File: src/rtl/serial_pkg.sv
// Shared types and constants for the serial frame receiver.
//   state_e              : receiver FSM state (HUNT searches for sync, RECV collects payload)
//   DEFAULT_SYNC_PATTERN : default 6-bit sync word, leftmost bit received first
package serial_pkg;

  typedef enum logic {
    HUNT = 1'b0,
    RECV = 1'b1
  } state_e;

  localparam logic [5:0] DEFAULT_SYNC_PATTERN = 6'b011010;

endpackage

File: src/rtl/sync_detector.sv
// Sliding-window sync word detector.
//   clk_i, rst_ni : clock, asynchronous active-low reset
//   bit_i         : serial bit
//   valid_i       : bit_i is a qualified bit to be searched (only asserted while hunting)
//   clear_i       : empty the history and fill count (frame finished)
//   match_o       : combinational; this qualified bit completes the sync word
module sync_detector
  import serial_pkg::*;
#(
  parameter int unsigned         SYNC_LEN     = 6,
  parameter logic [SYNC_LEN-1:0] SYNC_PATTERN = DEFAULT_SYNC_PATTERN
) (
  input  logic clk_i,
  input  logic rst_ni,
  input  logic bit_i,
  input  logic valid_i,
  input  logic clear_i,
  output logic match_o
);

  localparam int unsigned FillW = $clog2(SYNC_LEN + 1);

  // Only the newest SYNC_LEN-1 bits are kept: the oldest bit of the window would
  // always be shifted out before it could take part in a compare.
  logic [SYNC_LEN-2:0] hist_q, hist_d;
  logic [FillW-1:0]    fill_q, fill_d;
  logic [SYNC_LEN-1:0] window;

  // The candidate window always includes the incoming bit, so any suffix of a
  // failed partial match is still present for the next compare.
  assign window  = {hist_q, bit_i};
  assign match_o = valid_i && (fill_q >= FillW'(SYNC_LEN - 1)) && (window == SYNC_PATTERN);

  always_comb begin
    hist_d = hist_q;
    fill_d = fill_q;
    if (clear_i) begin
      hist_d = '0;
      fill_d = '0;
    end else if (valid_i) begin
      hist_d = window[SYNC_LEN-2:0];
      if (fill_q != FillW'(SYNC_LEN)) begin
        fill_d = fill_q + FillW'(1);
      end
    end
  end

  always_ff @(posedge clk_i or negedge rst_ni) begin
    if (!rst_ni) begin
      hist_q <= '0;
      fill_q <= '0;
    end else begin
      hist_q <= hist_d;
      fill_q <= fill_d;
    end
  end

endmodule

File: src/rtl/serial_frame_rx.sv
// Serial frame receiver: hunts for a sync word, then captures a fixed-length payload.
//   clk, rst_n  : clock, asynchronous active-low reset
//   serData     : serial line bit
//   serValid    : qualifies serData; unqualified cycles stall everything
//   outValid    : high while receiving a payload
//   dataOut     : last completed payload, first-received bit at MSB
//   frameDone   : one-cycle pulse when dataOut is updated
//   frameCount  : completed frames, wrapping
module serial_frame_rx
  import serial_pkg::*;
#(
  parameter int unsigned         SYNC_LEN     = 6,
  parameter logic [SYNC_LEN-1:0] SYNC_PATTERN = DEFAULT_SYNC_PATTERN,
  parameter int unsigned         PAYLOAD_LEN  = 32,
  parameter int unsigned         CNT_W        = 8
) (
  input  logic                   clk,
  input  logic                   rst_n,
  input  logic                   serData,
  input  logic                   serValid,
  output logic                   outValid,
  output logic [PAYLOAD_LEN-1:0] dataOut,
  output logic                   frameDone,
  output logic [CNT_W-1:0]       frameCount
);

  // Counts 0..PAYLOAD_LEN-1; a width of at least 1 keeps PAYLOAD_LEN=1 legal.
  localparam int unsigned BitCntW = (PAYLOAD_LEN > 1) ? $clog2(PAYLOAD_LEN) : 1;

  state_e                 state_q, state_d;
  logic [BitCntW-1:0]     bit_cnt_q, bit_cnt_d;
  logic [PAYLOAD_LEN-1:0] shift_q, shift_d;
  logic [PAYLOAD_LEN-1:0] data_q, data_d;
  logic                   done_q, done_d;
  logic [CNT_W-1:0]       cnt_q, cnt_d;

  logic                   hunt_valid;
  logic                   last_bit;
  logic                   match;
  logic [PAYLOAD_LEN-1:0] shift_next;

  assign hunt_valid = serValid && (state_q == HUNT);
  assign last_bit   = serValid && (state_q == RECV) &&
                      (bit_cnt_q == BitCntW'(PAYLOAD_LEN - 1));
  assign shift_next = (shift_q << 1) | PAYLOAD_LEN'(serData);

  sync_detector #(
    .SYNC_LEN     (SYNC_LEN),
    .SYNC_PATTERN (SYNC_PATTERN)
  ) u_sync_detector (
    .clk_i   (clk),
    .rst_ni  (rst_n),
    .bit_i   (serData),
    .valid_i (hunt_valid),
    .clear_i (last_bit),
    .match_o (match)
  );

  always_comb begin
    state_d   = state_q;
    bit_cnt_d = bit_cnt_q;
    shift_d   = shift_q;
    data_d    = data_q;
    done_d    = 1'b0;
    cnt_d     = cnt_q;
    unique case (state_q)
      HUNT: begin
        if (match) begin
          state_d   = RECV;
          bit_cnt_d = '0;
        end
      end
      RECV: begin
        if (serValid) begin
          shift_d   = shift_next;
          bit_cnt_d = bit_cnt_q + BitCntW'(1);
          if (last_bit) begin
            // Publish the whole word at once so dataOut never shows a partial shift.
            data_d    = shift_next;
            done_d    = 1'b1;
            cnt_d     = cnt_q + CNT_W'(1);
            bit_cnt_d = '0;
            state_d   = HUNT;
          end
        end
      end
      default: state_d = HUNT;
    endcase
  end

  always_ff @(posedge clk or negedge rst_n) begin
    if (!rst_n) begin
      state_q   <= HUNT;
      bit_cnt_q <= '0;
      shift_q   <= '0;
      data_q    <= '0;
      done_q    <= 1'b0;
      cnt_q     <= '0;
    end else begin
      state_q   <= state_d;
      bit_cnt_q <= bit_cnt_d;
      shift_q   <= shift_d;
      data_q    <= data_d;
      done_q    <= done_d;
      cnt_q     <= cnt_d;
    end
  end

  assign outValid   = (state_q == RECV);
  assign dataOut    = data_q;
  assign frameDone  = done_q;
  assign frameCount = cnt_q;

endmodule

File: config.mk
export PLATFORM = sky130hd
export DESIGN_NAME = serial_frame_rx
export DESIGN_NICKNAME = d
export VERILOG_FILES = /design/src/rtl/serial_pkg.sv /design/src/rtl/sync_detector.sv /design/src/rtl/serial_frame_rx.sv
export SDC_FILE = /design/constraint.sdc
export NUM_CORES = 1
export LEC_CHECK = 0
export CORE_UTILIZATION = 40
export CTS_BUF_LIST = sky130_fd_sc_hd__clkbuf_2
export CTS_CLUSTER_DIAMETER = 40
export DETAILED_ROUTE_END_ITERATION = 10
export HOLD_SLACK_MARGIN = 0.06
export PLACE_DENSITY_LB_ADDON = 0.08
export SYNTH_ARGS = -nofsm -noshare
export SYNTH_HDL_FRONTEND = slang
export SYNTH_SLANG_ARGS = --single-unit
File: constraint.sdc
create_clock -name clk -period 4 [get_ports clk]
set_clock_uncertainty 0.05 [all_clocks]
set_input_delay 0.8 -clock clk [delete_from_list [all_inputs] [get_ports clk]]
set_output_delay 0.8 -clock clk [all_outputs]
set_load 0.02 [all_outputs]
After elaboration in Yosys (flattened, before gate mapping)
Cells that the tools add are included.
Widths: inputs -> output; s select.
Storage, ports and cells
  register bits after elaboration: 86
  bits of input ports: 4
  output and inout port bits: 42
  logic and storage cells: 46
Operators by class
  add/subtract/negate cells: 3
  $lt $le $gt $ge: 1
  equal/unequal tests: 5
  multiplexer cells: 16
  bitwise operators: 2
  reduce and logical (&&, ||, !) cells: 11
Operator list (number)
  $or 32x1->32: 1
  $mux 5: 5
  $pmux 5 s2: 1
  $mux 3: 3
  $add 8x1->8 const B: 1
  $eq 6x5->1 const B: 1
  $mux 1: 6
  $reduce_and 2->1: 3
  $add 5x1->5 const B: 1
  $eq 5x5->1 const B: 1
  $logic_and 1x1->1: 5
  $ne 2x2->1 const B: 2
  $reduce_bool 2->1: 2
  $add 3x1->3 const B: 1
  $ge 3x3->1 const B: 1
  $ne 3x3->1 const B: 1
  $reduce_and 3->1: 1
  $pmux 1 s2: 1
  $not 1->1: 1

Longest topological paths before layout
  depth after elaboration: 6
  gate-level depth with buffers: 9
  mapped depth without buffers: 7

Cells and area by module
From an unflattened synthesis, not the netlist that was laid out.
Second synthesis, totals
  cell total of the unflattened synthesis: 302
  area, all modules: 3479.6 um2
Modules (own cells, without submodules)
  serial_frame_rx: instances 1, cells an instance 263, area an instance 3030.4 um2, seq. area each 1951.9 um2
  sync_detector: instances 1, cells an instance 39, area an instance 449.2 um2, seq. area each 200.2 um2

Worst setup path before layout
OpenSTA, ideal clock, no wires.
  path kind: register -> register
  from: register bit_cnt_q[0]
  to: register u_sync_detector.hist_q[0]
  setup time: 0.067 ns
  arrival time: 1.623 ns
  data required time: 3.883 ns
  setup slack: 2.260 ns
  stages on the path, launching flop included: 7
  buffers on the path: 1
  clock period less this slack: 1.740 ns
  cell sequence: dfrtp_1 ha_1 and3_1 ha_1 clkbuf_2 o21ai_0 a22o_1
Between the ends
  cells in the longest elaborated chain, start to end: 3
  elaborated cells on any way between the ends: 4
  those cells by class: eq/ne: 1; mux: 1; reduce/logical: 2
Ends and longest elaborated chain
  start: declaration: line serial_frame_rx.sv:31  | logic [BitCntW-1:0] bit_cnt_q, bit_cnt_d;
  start signal: assignment: line serial_frame_rx.sv:101  | bit_cnt_q <= bit_cnt_d;
  $eq 5x5->1 (*): line serial_frame_rx.sv:44  | (bit_cnt_q == BitCntW'(PAYLOAD_LEN - 1));
  $logic_and 1x1->1 (*): line serial_frame_rx.sv:43  | assign last_bit = serValid && (state_q == RECV) &&
  $mux 5 / $reduce_bool 2->1 (equally long branches)
  end signal: assignment: line sync_detector.sv:53  | hist_q <= hist_d;
  end: declaration: line sync_detector.sv:25  | logic [SYNC_LEN-2:0] hist_q, hist_d;
Mark *: on every way between the ends. The rest lies on a longest branch, timed or not.
A chain may end at the register's enable or synchronous reset.

Worst setup path after layout
  from: register state_q (netlist: outValid)
  to: output outValid
RTL lines
  start: declaration: line serial_frame_rx.sv:30  | state_e state_q, state_d;
  start signal: assignment: line serial_frame_rx.sv:100  | state_q <= state_d;
  end: declaration: line serial_frame_rx.sv:21  | output logic outValid,
No word-level cell between the ends.

==> summary.txt <==
Drt
  – DR iter-0 viols: 89
  – Routed vias: 2280
  – Drc violations: 0
  – Drt total wl: 6190 um
  – ANT nets after route: 0
  – Drt pass-1 iters: 4
  – Per-cell routed wire length: 13.3 um
  – Vias/cell: 4.89

Worst hold path
  – Hold/Removal Path Class: input port to asynchronous set/reset pin

Worst setup path
  – Crit path largest cell delay: 0.70 ns
  – Crit start category: register
  – CP arrival: 1.89 ns
  – FF-to-FF End: frameCount[3]
  – Largest delay share family, worst path: flip-flops
  – CP Class: register to output pin
  – FF-to-FF path depth: 8
  – CP cell instances: clkdlybuf4s50_1
  – Slowest library cell on the worst path: dfrtp_1
  – R2R setup slack: 1.44 ns
  – Crit path buf inv count: 1
  – Critical Path RT: 3.15 ns
  – CP Max Fanout: 18
  – Worst Setup End Kind: output pin
  – R2r startpoint: bit_cnt_q[0]

Synthesis
  – Yosys reg bits: 86
  – Area contributors post-synth: dfrtp_1 (61%), nand2_1 (12%), mux2_2 (10%)
  – Synth Flop Type: dfrtp_1
  – Post-synth top area cell: dfrtp_1
  – EDFF count, synth: 0
  – Ys Warns: 0
  – Post-Syn Instances: 312
  – Synth cell types: 36
  – Most frequent cell after synthesis: nand2_1
  – FFs w/ async S/R, synth: 100%
  – Synth Area per Inst: 11.2 um2
  – Synth Cell Area: 3500 um2
  – Sequential area share after synthesis: 61.5%
  – Synth cell count leaders: nand2_1 (109), dfrtp_1 (86), mux2_2 (31)
  – Post-Syn Nets: 322
  – Yosys top cell area share: 61.5%

GRT
  – Global-route wire length before repair: 10500 um
  – GR Util All Layers: 15.1%
  – Pin count of the biggest net entering global routing: 87
  – Total grt overflow: 0
  – Number of global-route vias before repair: 2263
  – Initial antenna violation count: 0

STA
  – Setup TNS: 0 ns
  – Slew HR: 28.7%
  – Final Hold Violating Endpoints: 0
  – Worst Tran Pin Value: 1.07 ns
  – Min Tclk post-route: 2.74 ns
  – Tcrit/Tclk final: 68.4%
  – RSZ-0062 raised after global routing: no
  – Final Setup Violations: 0
  – Max-slew violation count: 0
  – Hold WS: 0.398 ns
  – Fmax: 365 MHz

Pwr
  – Pwr dens: 442 nW/um2
  – Sequential share of power: 58.5%
  – Comb power frac: 17.7%
  – Sw Share: 29.4%
  – Static Leak: 0.00212 uW
  – NetSw: 539 uW
  – Clock Power Share: 23.8%
  – Internal power: 1290 uW
  – Max IR drop VDD: 0.211 mV

Clock tree
  – Postcts setup bufs: 0
  – Clock sinks: 86
  – CTS tree: yes
  – Hold_buf cts: 0
  – Max clock buf depth: 2
  – Clk Latency, worst-skew pair: 0.51 ns
  – Num CTS Buffers: 9
  – Cts repair resizes: 0
  – Clk pin slew, worst setup/hold paths: 0.21 ns
  – H-tree depth: 3
  – CTS Root Cell: clkbuf_2

Flow run
  – Max Cap Violations: 0

Floorplanning
  – IO Pins: 46
  – Row cnt: 33
  – Die span in y: 95.5 um
  – Core Area: 8340 um2
  – Die X: 95.5 um
  – Die ar.: 9130 um2
  – Starting Density: 42.0%

Placed design
  – Port buffer count: 45
  – Gp weighted congestion: 0.717
  – HPWL after DPL: 3750 um

Finish
  – Layout cells sized above 1: 14.7%
  – Synth-to-Final Area Change: 18.4%
  – Post-layout net count: 366
  – Diode count: 0

Run status
  – Status: complete, no violations
[how the worst max path moves through the flow]
stage,start,end,slack (ns),cells after the start
3_3_place_gp,serValid,frameCount[4],1.0,6
5_1_grt,outValid,outValid,1.11,1
4_1_cts,outValid,outValid,1.19,1
3_5_place_dp,serValid,frameCount[3],0.94,6
6_report,outValid,outValid,1.26,1
2_1_floorplan,bit_cnt_q[0],u_sync_detector.hist_q[0],2.26,6
[sequential cells by signal, summed over array words and instances (netlist names)]
name                    count
bit_cnt_q                   5
u_sync_detector.fill_q      3
u_sync_detector.hist_q      5
frameDone                   1
outValid                    1
shift_q                    31
frameCount                  8
dataOut                    32
[cells in the final DEF, fill, tap and decap left out, types with 2 or more instances in the layout]
cell / synthesis / final
buf_4: 0 / 3
clkdlybuf4s50_1: 0 / 44
a21oi_1: 5 / 5
ha_1: 6 / 6
xnor2_1: 5 / 5
mux2_2: 31 / 31
clkinv_4: 0 / 2
clkbuf_2: 1 / 11
nor2_1: 3 / 3
a211oi_1: 2 / 2
nor4bb_1: 3 / 3
inv_1: 8 / 8
o21ai_0: 4 / 4
o311ai_0: 2 / 2
nand2_1: 109 / 109
nand3_1: 3 / 3
dfrtp_1: 86 / 86
xor2_1: 2 / 2
and4b_1: 2 / 2
nand4_1: 4 / 4
or3_1: 2 / 2
nor3_1: 2 / 2
a22o_1: 5 / 5
[cells by family after synthesis]
family / after synthesis / synth area share (%)
muxes: 32 / 10.3
xor gates and xnor gates: 7 / 1.75
adders and majority gates: 6 / 2.15
AOI/OAI and AO/OA: 22 / 4.43
DFF: 86 / 61.5
and+or+nand+nor: 136 / 17.1
buffers and inverters: 23 / 2.82
[power by group through the flow]
stage	Sequential (uW)	Combinational, uW	Clock, uW
finish	1070	324	436
CTS	1070	332	463
detailed placement	1090	330	0
floorplan	1120	142	0
global placement	1090	323	0
global route	1090	367	499
[final cells by class]
cell class	count	area (um2)
timing repair buffer	47	463
clock inverter	5	60.1
inverter	9	33.8
fill	789	4200
tap	105	131
clock buffer	11	55.1
multi-input combinational	203	1250
sequential	86	2150
[routing by layer]
metal  vias up  GRT usage, %  share of wire, %
met2        35          24.5                46
met3         6          5.50               4.0
met5         -             0                 0
li1       1119             -                 -
met1      1120          18.9                49
met4         0          4.48               1.1
[through the flow]
step,util [%],power [uW],cell area (um2),worst slack [ns],std cells
global route,49.7,1960,4140,1.11,466
CTS,49.7,1870,4140,1.19,466
floorplan,-,1260,3500,2.26,312
finish,49.7,1830,4140,1.26,466
detailed placement,48.3,1420,4030,0.942,450
global placement,48.3,1410,4030,0.998,450
(Power assumes the default switching activity.)
